$ cat src/rtl/gvt_arbiter.sv
// Global virtual time reducer: periodically scans every tile's LVT, takes the
// minimum and publishes a monotonic GVT, flagging termination and regressions.
module gvt_arbiter #(
  parameter int N_TILES        = 1,
  parameter int TS_WIDTH       = 32,
  parameter int TB_WIDTH       = 32,
  parameter int LOG_GVT_PERIOD = 5
) (
  input  logic                                  clk,
  input  logic                                  rst,
  input  logic                                  enable,
  input  logic [N_TILES-1:0]                    lvt_valid,
  input  logic [N_TILES*(TS_WIDTH+TB_WIDTH)-1:0] lvt,
  output logic [TS_WIDTH+TB_WIDTH-1:0]          gvt,
  output logic                                  gvt_valid,
  output logic                                  done,
  output logic                                  regress
);

  localparam int VT_WIDTH = TS_WIDTH + TB_WIDTH;
  localparam int IDX_W    = (N_TILES > 1) ? $clog2(N_TILES) : 1;
  localparam int N_PAD    = 1 << IDX_W;
  localparam logic [IDX_W-1:0]    LAST_IDX = IDX_W'(N_TILES - 1);
  localparam logic [VT_WIDTH-1:0] ALL_ONES = '1;

  typedef enum logic [1:0] {IDLE, SCAN, UPDATE} state_t;

  state_t                    state_q, state_d;
  logic                      start;
  logic [LOG_GVT_PERIOD-1:0] cnt_q;
  logic                      req_q;
  logic                      pending_q;
  logic [IDX_W-1:0]          idx_q;
  logic [VT_WIDTH-1:0]       min_q;
  logic [VT_WIDTH-1:0]       lvt_arr [N_PAD];
  logic [N_PAD-1:0]          valid_pad;
  logic [VT_WIDTH-1:0]       cur_vt;
  logic                      take;

  // Pad to a power of two so the scan index never selects outside the table;
  // padding slots look like invalid, idle tiles.
  for (genvar i = 0; i < N_PAD; i++) begin : g_pad
    if (i < N_TILES) begin : g_tile
      assign lvt_arr[i]   = lvt[i*VT_WIDTH +: VT_WIDTH];
      assign valid_pad[i] = lvt_valid[i];
    end else begin : g_fill
      assign lvt_arr[i]   = ALL_ONES;
      assign valid_pad[i] = 1'b0;
    end
  end

  assign cur_vt = lvt_arr[idx_q];
  assign take   = valid_pad[idx_q] && (cur_vt < min_q);

  always_comb begin
    state_d = state_q;
    start   = 1'b0;
    case (state_q)
      IDLE: begin
        if (req_q || pending_q) begin
          state_d = SCAN;
          start   = 1'b1;
        end
      end
      SCAN:    if (idx_q == LAST_IDX) state_d = UPDATE;
      UPDATE:  state_d = IDLE;
      default: state_d = IDLE;
    endcase
  end

  always_ff @(posedge clk or posedge rst) begin
    if (rst) state_q <= IDLE;
    else     state_q <= state_d;
  end

  // The wrap is registered, so a round request is seen one cycle after the
  // counter reaches all-ones.
  always_ff @(posedge clk or posedge rst) begin
    if (rst) begin
      cnt_q     <= '0;
      req_q     <= 1'b0;
      pending_q <= 1'b0;
    end else begin
      if (enable) cnt_q <= cnt_q + 1'b1;
      req_q <= enable && (&cnt_q);
      if (start)                         pending_q <= 1'b0;
      else if (req_q && state_q != IDLE) pending_q <= 1'b1;
    end
  end

  always_ff @(posedge clk or posedge rst) begin
    if (rst) begin
      idx_q     <= '0;
      min_q     <= ALL_ONES;
      gvt       <= '0;
      gvt_valid <= 1'b0;
      done      <= 1'b0;
      regress   <= 1'b0;
    end else begin
      gvt_valid <= (state_q == UPDATE);
      if (start) begin
        idx_q <= '0;
        min_q <= ALL_ONES;
      end else if (state_q == SCAN) begin
        if (take) min_q <= cur_vt;
        idx_q <= idx_q + 1'b1;
      end
      if (state_q == UPDATE) begin
        if (min_q == ALL_ONES) begin
          done <= 1'b1;
          gvt  <= ALL_ONES;
        end else if (min_q >= gvt) begin
          gvt <= min_q;
        end else begin
          regress <= 1'b1;
        end
      end
    end
  end

endmodule

$ cat config.mk
export PLATFORM = sky130hd
export DESIGN_NAME = gvt_arbiter
export DESIGN_NICKNAME = d
export VERILOG_FILES = /design/src/rtl/gvt_arbiter.sv
export SDC_FILE = /design/constraint.sdc
export NUM_CORES = 1
export LEC_CHECK = 0
export CAP_MARGIN = 20
export CORE_MARGIN = 10
export CORE_UTILIZATION = 45
export CTS_CLUSTER_DIAMETER = 40
export CTS_CLUSTER_SIZE = 20
export DETAILED_ROUTE_END_ITERATION = 8
export PLACE_DENSITY_LB_ADDON = 0.2
export SYNTH_ARGS = -nofsm -noshare
export SYNTH_HDL_FRONTEND = slang
export SYNTH_SLANG_ARGS = --single-unit
$ cat constraint.sdc
create_clock -name clk -period 5.2 [get_ports clk]
set_input_delay 0.52 -clock clk [delete_from_list [all_inputs] [get_ports clk]]
set_output_delay 0.52 -clock clk [all_outputs]
set_load 0.01 [all_outputs]
---- After elaboration in Yosys (flattened, before gate mapping) ----
Cells that the tools add are included.
storage, ports and cells
  flip-flop bits (word level) ............. 141
  logic and storage cells ................. 59
cells by class
  equal/unequal tests ..................... 5
  order comparisons ....................... 4
  bitwise logic cells ..................... 3
  multiplexer cells ....................... 19
  $add $sub $neg .......................... 2
  reductions and logical operators ........ 16
operators with widths
  kind                                                 count
  2-to-1 mux 64 bit                                    8
  == test 64 bit (second input constant)               1
  >= comparator 64 bit                                 1
  < comparator 64 bit                                  1
  nonzero test 2 bit                                   5
  2-to-1 mux 1 bit                                     8
  AND reduction 2 bit                                  4
  adder 5 x 1 -> 5 bit (second input constant)         1
  AND reduction 5 bit                                  1
  2-to-1 mux 2 bit                                     2
  inequality test 2 bit (second input constant)        2
  one-hot mux 2 bit (2 select lines)                   1
  logical AND 1 bit                                    3
  AND reduction 3 bit                                  1
  == test 2 x 1 -> 1 bit (second input constant)       1
  == test 2 bit (second input constant)                1
  >= comparator 2 bit (second input constant)          1
  zero test 2 bit                                      1
  < comparator 1 x 2 -> 1 bit (second input constant)  1
  NOT 1 bit                                            2
  NOT 1 -> 2 bit                                       1
  adder 1 bit (second input constant)                  1
  logical OR 1 bit                                     1

---- Logic depth before layout (Yosys ltp) ----
Gate-level depths: netlist (run 1).
  word-level depth ........................ 9
  depth in mapped cells ................... 13
  mapped depth without buffers ............ 9

---- Least setup slack after synthesis (run 1) ----
Ideal clock, no wire load.
  kind .................................... reg-to-reg
  from .................................... register idx_q
  to ...................................... register min_q[10]
  arrival time ............................ 3.039 ns
  data required time ...................... 5.111 ns
  setup slack ............................. 2.072 ns
  library setup time ...................... 0.089 ns
  stages on the path, launching flop included .. 14
  cells stage by stage .................... dfrtp_1 clkbuf_1 clkbuf_1 or2_2 ha_1 nand4_1 nor4_4 nand3_1 or4b_4 buf_6 buf_6 nand3_2 mux2i_1 a211oi_1
between the ends
  cells in the longest elaborated chain, start to end .. 8
ends and longest elaborated chain
  element                                                line  text
  start, declared                                        33    logic [IDX_W-1:0] idx_q;
  start signal, assigned                                 106   idx_q <= idx_q + 1'b1;
  NOT 1 -> 2 bit (implied by the code)                   52    assign cur_vt = lvt_arr[idx_q];
  2-to-1 mux 64 bit (implied by the code) (3 in series)  52
  < comparator 64 bit                                    53    assign take = valid_pad[idx_q] && (cur_vt < min_q);
  logical AND 1 bit                                      53
  nonzero test 2 bit (no line)                           --
  AND reduction 2 bit (no line)                          --
  end signal, assigned                                   105   if (take) min_q <= cur_vt;
  end, declared                                          34    logic [VT_WIDTH-1:0] min_q;
Several ways; a longest one is shown, not always the timed one. The select of a mux whose other input is x is not followed.
A chain may end at the register's enable or synchronous reset.

---- Worst setup path after layout (run 1) ----
  from .................................... register idx_q
  to ...................................... register min_q[58]
The elaborated chain is that of the path after synthesis.

==> results.cfg, run 1 <==
[clock_network]
cts_tree = yes
cts_resized = 0
clockBufferDepth = 2
cts_hold_buf = 0
h-tree-depth = 4
clk_pin_slew_ns = 0.06
post_cts_buffers = 0
clock_latency_ns = 0.43
cts-root-buf = clkbuf_16
numClockSinks = 141
numCtsBuffers = 17

[pwr]
p_total_w = 0.00695
power_density_nw_per_um2 = 518
p_leak_nw = 6.30
ir_drop_mv = 0.232

[synthesis]
synth_compound_area_frac = 0.104
yosysWarnings = 0
synth-adder-area-share = 0.145
synth_top_family_by_area = simple AND/OR/NAND/NOR gates
yosys.area.top_type = dfrtp_1
synth_mux_area_frac = 0.117
netlist_area_um2 = 11200
ys_seq_elements = 141
yosys-top-cells-area = dfrtp_1 (17%), dfstp_2 (15%), ha_1 (14%)
synth_top_area_share = 0.173
synthSimpleGateAreaFrac = 0.231
avgSynthCellArea_um2 = 9.14
netlist_instances = 1222
synthMostInstantiatedCell = nor2_1
synthXorXnorAreaFrac = 0.00235
synth_edf_count = 0
synth_fp_nets = 1419
synth_cell_types = 56
yosysSeqAreaShare = 0.323
ys_async_sr_fraction = 1.00
synth_commonest_cells = nor2_1 (140), inv_1 (138), ha_1 (129)
ys.flop_type = dfrtp_1

[floorplan]
die_x_um = 178
row_count = 57
io_pins = 135
coreArea_um2 = 24400
fp.dieH_um = 178
die_area_um2 = 31500
start_util = 0.458

[sta]
hold_slack_ns = 0.471
fin_setup_tns_ns = 0
finalHoldViolations = 0
worst_slew_pin_slew_ns = 1.13
rsz0062_at_grt = false
clock_skew_ns = 0.0111
slew_headroom = 0.242
setup_viol = 0
fin_crit_ns = 4.13
period_share = 0.795
fmax_mhz = 242
final_max_slew_viol_count = 0

[global_route]
grt_pass1_vias = 9433
grt_pass1_wl_mm = 51.0
track_usage = 0.201
grt_max_degree = 106
antenna_found_initial = 0
grt_overflow = 0

[drt]
viasPerCell = 5.60
drt_iter0_drc = 677
first_pass_iters = 5
wirelength_mm = 31.4
wire_per_inst_um = 18.9
drc = 0
antenna_left = 0
vias = 9280

[layout]
design_area_um2 = 13400
stdcell_count = 1658
num-nets-final = 1518
area_growth_pct = 20.0
antenna_cells = 0
drive_gt1_frac = 0.185

[min_path]
holdCritPathClass = reg2reg

[status]
status = complete, no violations

[critical_path]
crit_path_end_kind = flip-flop
crit_type = reg2reg
cp.arrival_ns = 4.44
cp-start-kind = flip-flop
crit_fanout = 41
worstPathRequired_ns = 5.50

[placement]
post_dp_cell_area_um2 = 12800
dp.cells = 1626
port_buffers = 134
dp_hpwl_mm = 22.5
globalplace.congestion = 0.866

[run]
drv_cap = 0
-- registers in the layout, indices dropped and copies added, names as in the netlist --
| name | count |
|---|---|
| gvt | 64 |
| min_q | 64 |
| cnt_q | 5 |
| state_q | 2 |
| done | 1 |
| gvt_valid | 1 |
| idx_q | 1 |
| pending_q | 1 |
| regress | 1 |
| req_q | 1 |
-- final timing paths --
| kind | startpoint | endpoint | slack (ns) | cells after the start |
|---|---|---|---|---|
| worst min register to register | cnt_q[3] | cnt_q[3] | 0.47 | 1 |
| max in group asynchronous | rst | min_q[55] | 3.33 | 3 |
| worst max register to register | idx_q | min_q[58] | 1.07 | 10 |
| min in group asynchronous | rst | gvt[18] | 0.68 | 2 |
| worst min-delay path | cnt_q[3] | cnt_q[3] | 0.47 | 1 |
| worst max-delay path | idx_q | min_q[58] | 1.07 | 10 |
-- power breakdown --
part	leakage (nW)	switching [W]	internal [W]
Sequential	1.73	0.000437	0.00167
Combinational	4.27	0.00187	0.00164
Clock	0.304	0.000495	0.000833
Total	6.30	0.00280	0.00414
-- layout make-up --
type	count	area [um2]
Inverter	138	523
Tap cell	324	405
Sequential cell	141	3610
Timing Repair Buffer	150	1510
Clock buffer	27	523
Multi-Input combinational cell	873	6730
Clock inverter	5	103
Fill cell	2247	11000
-- per-layer routing --
metal	vias to the layer above	wire length, um	track usage
li1	4512	-	-
met2	256	14600	0.326
met1	4475	14400	0.268
met5	-	0	0
met3	37	1840	0.0419
met4	0	494	0.0486
-- stage by stage --
step	setup WS (ns)	utilization
after global placement	1.02	0.524
final	1.07	0.550
after detailed placement	0.945	0.524
after CTS	1.04	0.550
after floorplan	1.00	-
after global routing	0.798	0.550
-- placed cells by master (no fill, tap or decap), types with 16 or more instances in the layout --
| master | synthesis | routed |
|---|---|---|
| nand4_1 | 35 | 35 |
| a211oi_1 | 69 | 69 |
| nor2_1 | 140 | 140 |
| mux2i_1 | 127 | 127 |
| ha_1 | 129 | 129 |
| nand3_2 | 60 | 60 |
| or3_1 | 64 | 64 |
| or2_2 | 63 | 63 |
| o21ai_0 | 18 | 18 |
| inv_1 | 138 | 137 |
| dfrtp_1 | 77 | 76 |
| nand2_1 | 28 | 28 |
| a21oi_1 | 40 | 39 |
| nand3_1 | 16 | 16 |
| clkdlybuf4s50_1 | 0 | 134 |
| clkbuf_16 | 0 | 17 |
| dfstp_2 | 64 | 64 |
-- worst max-delay path, stage by stage (launching register included) --
cell and delay [ns]:
dfrtp_2 0.65, or2_2 0.43, ha_1 0.34, nand4_1 0.14, nor3_1 0.66, nand3_1 0.30
or4b_4 0.62, and2_2 0.41, buf_12 0.25, nor2_1 0.13, a211oi_1 0.07
-- cells by family (layout without fill, tap and decap cells) --
family,count (synthesis),after routing
adders and majority gates,129,129
AOI/OAI and AO/OA,171,171
DFF,141,141
and+or+nand+nor,440,440
xor gates and xnor gates,3,3
muxes,130,130
buffers and inverters,208,320
(Power assumes the default switching activity.)
==> run 2: changes to the inputs <==
==> constraint.sdc (replaced) <==
create_clock -name clk -period 4.1 [get_ports clk]
set_input_delay 0.41 -clock clk [delete_from_list [all_inputs] [get_ports clk]]
set_output_delay 0.41 -clock clk [all_outputs]
set_load 0.01 [all_outputs]
==> results.cfg, run 2 (synthesis results as in run 1) <==
[floorplan]
io_pins = 135
coreArea_um2 = 24400
fp.dieH_um = 178
row_count = 57
start_util = 0.458
die_area_um2 = 31500
die_x_um = 178

[layout]
mostFrequentLayoutCells = nor2_1 (140), inv_1 (137), clkdlybuf4s50_1 (134)
drive_gt1_frac = 0.189
reg_top3 = gvt: 64 flops, min_q: 64 flops, cnt_q: 5 flops
antenna_cells = 0
final_common_cell = nor2_1
fin_util = 0.550
num-nets-final = 1525
area_growth_pct = 20.1
fill_cells = 2223

[global_route]
grt_overflow = 0
grt_max_degree = 109
grt_pass1_vias = 9544
track_usage = 0.200
grt_pass1_wl_mm = 50.8
antenna_found_initial = 0

[placement]
dp_hpwl_mm = 22.7
port_buffers = 134
globalplace.congestion = 0.857

[drt]
vias = 9201
first_pass_iters = 5
antenna_left = 0
wirelength_mm = 31.2
drc = 0
wire_per_inst_um = 18.8
viasPerCell = 5.53
drt_iter0_drc = 674

[sta]
finalHoldViolations = 0
setup_viol = 0
period_share = 0.891
worst_slew_pin_slew_ns = 0.978
fmax_mhz = 274
fin_crit_ns = 3.65
fin_setup_tns_ns = 0
clock_skew_ns = 0.0129
rsz0062_at_grt = false
final_max_slew_viol_count = 0
slew_headroom = 0.348

[pwr]
internal_power_w = 0.00501
clkPwrFrac = 0.164
p_leak_nw = 6.31
power_frac_seq = 0.310
switching_share = 0.413
comb_power_share = 0.526
power_density_nw_per_um2 = 636
switching_power_w = 0.00353
ir_drop_mv = 0.276

[min_path]
hold_end = cnt_q[3]
hold_depth = 1
holdCritPathClass = reg2reg
hp-start = cnt_q[3]

[status]
status = complete, no violations

[clock_network]
clk_pin_slew_ns = 0.06
cts_hold_buf = 0
cts_resized = 0
numCtsBuffers = 17
post_cts_buffers = 0
clockBufferDepth = 2
clock_latency_ns = 0.43
h-tree-depth = 4
cts_tree = yes
numClockSinks = 141
cts-root-buf = clkbuf_16

[critical_path]
cp-start-kind = flip-flop
cp.arrival_ns = 3.98
worstPathRequired_ns = 4.43
r2r_start = idx_q
path_common_cell = buf_12
cpMaxStageDelayCell = dfrtp_2
crit_fanout = 44
r2r.worst_path.cells = 11
cp_slowest_stage_delay_ns = 0.56
worst-path-buf-inv = 2
cp_top_family = simple AND/OR/NAND/NOR gates
crit_type = reg2reg
crit_chain = buf_12, or2_2, ha_1, nand4_2, nor4_4, nand3_1, or4b_4, buf_12, nand3_2, mux2i_1, a211oi_1
reg2reg_slack_ns = 0.45
r2r_end = min_q[9]
crit_path_end_kind = flip-flop

[run]
drv_cap = 0
-- run 2: cell types whose count changed in the layout (fill, tap and decap cells not counted), sizes merged --
cell,before,now
clkbuf,27,23
bufinv,3,0
buf,16,23
clkinv,1,8
-- run 2: per-layer routing --
metal  global-route usage  vias to the layer above  routed length (um)
li1                     -                     4521                   -
met1                0.266                     4449               14300
met2                0.325                      210               14800
met3               0.0450                       21                1800
met4               0.0438                        0                 407
met5                    0                        -                   0
-- run 2: area by class of cell --
type | count | area [um2] | share of cell area
Multi-Input combinational cell | 873 | 6730 | 0.502
Timing Repair Buffer | 157 | 1640 | 0.122
Tap cell | 324 | 405 | 0.0302
Clock inverter | 9 | 47.5 | 0.00354
Clock buffer | 23 | 458 | 0.0341
Inverter | 138 | 523 | 0.0390
Sequential cell | 141 | 3610 | 0.269
-- run 2: worst max-delay path by stage --
stage	slack (ns)	cells past startpoint	endpoint	startpoint
after global routing	0.27	11	min_q[1]	idx_q
after CTS	0.43	11	min_q[16]	idx_q
final	0.45	11	min_q[9]	idx_q
after floorplan	0.01	1	cnt_q[0]	rst
after detailed placement	0.44	11	min_q[16]	idx_q
after global placement	0.52	11	min_q[16]	lvt[43]
-- run 2: power groups by stage --
| stage | registers, W | clock network, W | logic [W] |
|---|---|---|---|
| 2_1_floorplan | 0.00251 | 0 | 0.00311 |
| 3_3_place_gp | 0.00264 | 0 | 0.00433 |
| 3_5_place_dp | 0.00266 | 0 | 0.00448 |
| 4_1_cts | 0.00264 | 0.00142 | 0.00452 |
| 5_1_grt | 0.00272 | 0.00149 | 0.00510 |
| 6_report | 0.00264 | 0.00140 | 0.00449 |
-- run 2: metrics by stage --
stage          hold WS, ns  total power [W]  worst slack (ns)  instance area [um2]  std cells
2_1_floorplan        0.438          0.00562            0.0147                11200       1222
6_report             0.477          0.00854             0.448                13400       1665
3_3_place_gp         0.459          0.00698             0.517                12900       1633
3_5_place_dp         0.468          0.00714             0.439                12900       1633
5_1_grt              0.510          0.00932             0.267                13400       1665
4_1_cts              0.481          0.00858             0.427                13400       1665
